==> config.mk <==
export PLATFORM = sky130hd
export DESIGN_NAME = seg7_char_decode
export DESIGN_NICKNAME = d
export VERILOG_FILES = /design/src/rtl/hello_pkg.sv /design/src/rtl/seg7_char_decode.sv
export SDC_FILE = /design/constraint.sdc
export NUM_CORES = 1
export LEC_CHECK = 0
export CORE_AREA = 2 2 39 41
export DETAILED_ROUTE_END_ITERATION = 10
export DIE_AREA = 0 0 41 43
export SLEW_MARGIN = 5
export SYNTH_ARGS = -nofsm -noshare
export SYNTH_HDL_FRONTEND = slang
export SYNTH_SLANG_ARGS = --single-unit
==> constraint.sdc <==
create_clock -name vclk -period 3.75
set_input_delay 0.9375 -clock vclk [all_inputs]
set_output_delay 0.9375 -clock vclk [all_outputs]
set_load 0.005 [all_outputs]
==> src/rtl/hello_pkg.sv <==
// Shared constants and state encoding for the HELLO 7-segment stream checker.
package hello_pkg;

    // Segment codes {a,b,c,d,e,f,g}, active-low (0 = segment lit)
    localparam logic [6:0] SEG_H = 7'b1001000;
    localparam logic [6:0] SEG_E = 7'b0110000;
    localparam logic [6:0] SEG_L = 7'b1110001;
    localparam logic [6:0] SEG_O = 7'b0000001;

    localparam logic [2:0] CH_H   = 3'd0;
    localparam logic [2:0] CH_E   = 3'd1;
    localparam logic [2:0] CH_L   = 3'd2;
    localparam logic [2:0] CH_O   = 3'd3;
    localparam logic [2:0] CH_UNK = 3'd7;

    typedef enum logic [2:0] {
        HUNT   = 3'd0,
        GOT_H  = 3'd1,
        GOT_E  = 3'd2,
        GOT_L1 = 3'd3,
        GOT_L2 = 3'd4
    } state_e;

endpackage

==> src/rtl/seg7_char_decode.sv <==
// Combinational 7-segment code to HELLO letter code decoder.
module seg7_char_decode
    import hello_pkg::*;
#(
    parameter int ACTIVE_LOW = 1
) (
    input  logic [6:0] seg_i,
    output logic [2:0] char_o
);

    logic [6:0] code;

    // Normalise to active-low so one constant table serves both polarities
    assign code = (ACTIVE_LOW != 0) ? seg_i : ~seg_i;

    always_comb begin
        char_o = CH_UNK;
        case (code)
            SEG_H:   char_o = CH_H;
            SEG_E:   char_o = CH_E;
            SEG_L:   char_o = CH_L;
            SEG_O:   char_o = CH_O;
            default: char_o = CH_UNK;
        endcase
    end

endmodule

==> results <==
[metrics by stage]
stage,utilization,total power [mW]
2_1_floorplan,-,0.00383
3_3_place_gp,0.170,0.0176
3_5_place_dp,0.170,0.0177
4_1_cts,0.170,0.0179
5_1_grt,0.170,0.0192
6_report,0.170,0.0178
[cell usage after synthesis (all sizes together)]
cell type,count,area (µm²)
nor2,1,3.75
nor4b,1,8.76
o211ai,1,7.51
a31oi,1,6.26
or4b,1,10.0
nor4,1,6.26
nor3,3,15.0
nor3b,1,7.51
o21ai,2,10.0
or4bb,1,11.3
nand2,2,7.51
nand4,1,6.26
[cell usage in the layout, fill, tap and decap left out, drive strengths merged]
cell	count
a31oi	1
buf	2
clkdlybuf4s50	10
nand2	2
nand4	1
nor2	1
nor3	3
nor3b	1
nor4	1
nor4b	1
o211ai	1
o21ai	2
or4b	1
or4bb	1
[logic make-up (layout without fill, tap and decap cells)]
group                  Yosys count  after routing  synth area share
AND/OR/NAND/NOR                 12             12             0.763
AO/OA/AOI/OAI                    4              4             0.237
buffers and inverters            0             12                 0
[power breakdown]
group	internal (mW)	switching (mW)	total, mW
clock network	0	0	0
logic	0.0108	0.00702	0.0178
registers	0	0	0
total	0.0108	0.00702	0.0178
[path summary, 6_finish.rpt]
check,startpoint,endpoint,slack [ps],cells past startpoint
worst min-delay path,seg_i[2],char_o[2],2950,4
worst max-delay path,seg_i[4],char_o[2],130,5
[layer usage]
metal	vias to the layer above	wire [µm]
met2	9	165
met1	73	190
met3	0	50
met4	0	0
met5	-	0
li1	92	-
[area by class of cell]
cell class,count,share of cell area
Multi-Input combinational cell,16,0.426
Timing Repair Buffer,12,0.489
Tap cell,16,0.0851
==> summary.md <==
The flow ran to the end, and the final reports show no timing, DRC or antenna violations. Max-cap violations in this run came to 0. Power spread over the standard cell area amounts to 75.8 nW/µm². The logs give 144 for the number of global-route vias before repair and 0.831 for the tightest slew margin relative to the limit.

The number of cells in the finished layout apart from fillers was 44; the post-route clock period utilization was 0.965. Among cell families on the critical path, the largest total delay comes from buffers and inverters. The floorplan step set the die width to 41 µm. The number of gates resized after CTS was 0. For the post-synthesis instance total, the log shows 16. Measured along the y axis, the die boundary spans 43 µm.

The area used by sequential logic in the layout came out at 0 µm². The run gives 0 as the global routing usage on met3. The detailed-routing iteration count for the pre-antenna-repair pass came out at 4. The floorplan step defined a core boundary enclosing 1380 µm².

The layout has 0 clock buffers. The initial cell density of the core is 0.0723, and the number of library cell types mapped by synthesis is 13. The logs give 0 for the number of antenna diodes and 8 for the largest net degree at the start of global routing. The leakage power summed over all cells was 0.0701 nW; the overall global routing resource usage was 0.0400.

Fraction of layout instances using a drive strength above 1: 0.0714. Global placer's final weighted congestion: 0.659. The critical path is of the primary input to output pin type. The tools report the synthesis warning total as 0.

Cell with the most instances on the worst path: sky130_fd_sc_hd__clkdlybuf4s50_1. The number of setup buffers added after CTS is 0. The layout overhead on the synthesized area was 135%. In the routed layout, each cell is associated on average with a via count of 3.95. The number of fill cells is 167. The final critical-path setup slack came out at 131 ps. Detailed routing inserted a total of 174 vias.

The die covers 1760 µm². The number of buffers inserted by port buffering was 10. On the worst path, the slowest cell contributes a delay of 540 ps. The path class of the lowest-slack min-delay path is primary input to output pin.

The routed design has 406 µm of wire. The logs give 0.0875 for the global routing met2 resource utilization and 0 for the number of buffers added to fix hold violations after cts. In this run the remaining antenna-violating nets after routing total 0. The finished cells cover 235 µm². Data arrives at the worst endpoint at 2680 ps.

The total grt overflow is 0, and the post-synthesis cell area is 100 µm². The sequential share of the synthesized area was 0; the wire length of the first global-routing pass was 524 µm. The number of nets handed over by synthesis was 23.

Data on the critical path is required at its endpoint by 2810 ps. For the initial antenna violation count, the log shows 0. The average cell area after synthesis is 6.26 µm², and the post-detailed-route wirelength per cell is 9.23 µm. Setup total negative slack on the finished layout was measured at 0 ps. Setup repair after global routing left no endpoint under its margin.

VDD sags by at most 0.00000900 V. The total placed instance area was 235 µm². Summed over all nets, the half-perimeter wirelength after detailed placement is 319 µm. The largest individual stage delay along the critical path comes from the cell sky130_fd_sc_hd__or4b_1.

Traced cell by cell, the critical path runs through clkdlybuf4s50_1 > or4b_1 > a31oi_1 > o21ai_1 > clkdlybuf4s50_1. For the hold violation count in the final report, the log shows 0. The number of top-level pins came out at 10. The design has 0 sequential cells. STA classifies the critical path startpoint as a primary input.

The instance count after placement with tap cells included is 44, and the highest net fanout along the worst path is 7. met2 is the most crowded layer. Timing would allow up to 276 MHz.

The first routing iteration left 3 violations. The minimum hold slack is 2950 ps, and the shortest clock period the worst path allows after layout is 3620 ps. At the pin with the least slew margin, the transition time is 250 ps. The endpoint class of the critical path is an output pin.

In the final layout, the multi-input gates occupy 100 µm². The setup violation total in the final timing report is 0, and the setup slack after placement is 130 ps. The number of buffers and inverters on the critical path is 2.

At the end of the flow, the number of nets in the layout was 37. The initialized floorplan defines 14 standard-cell rows. For this run, design rule violations remaining after detail routing come to 0. For the number of max-slew violations in the final report, the log shows 0. The tools report the global routing usage on met1 as 0.0380.
Note: power is estimated with default switching activity, not from simulation.
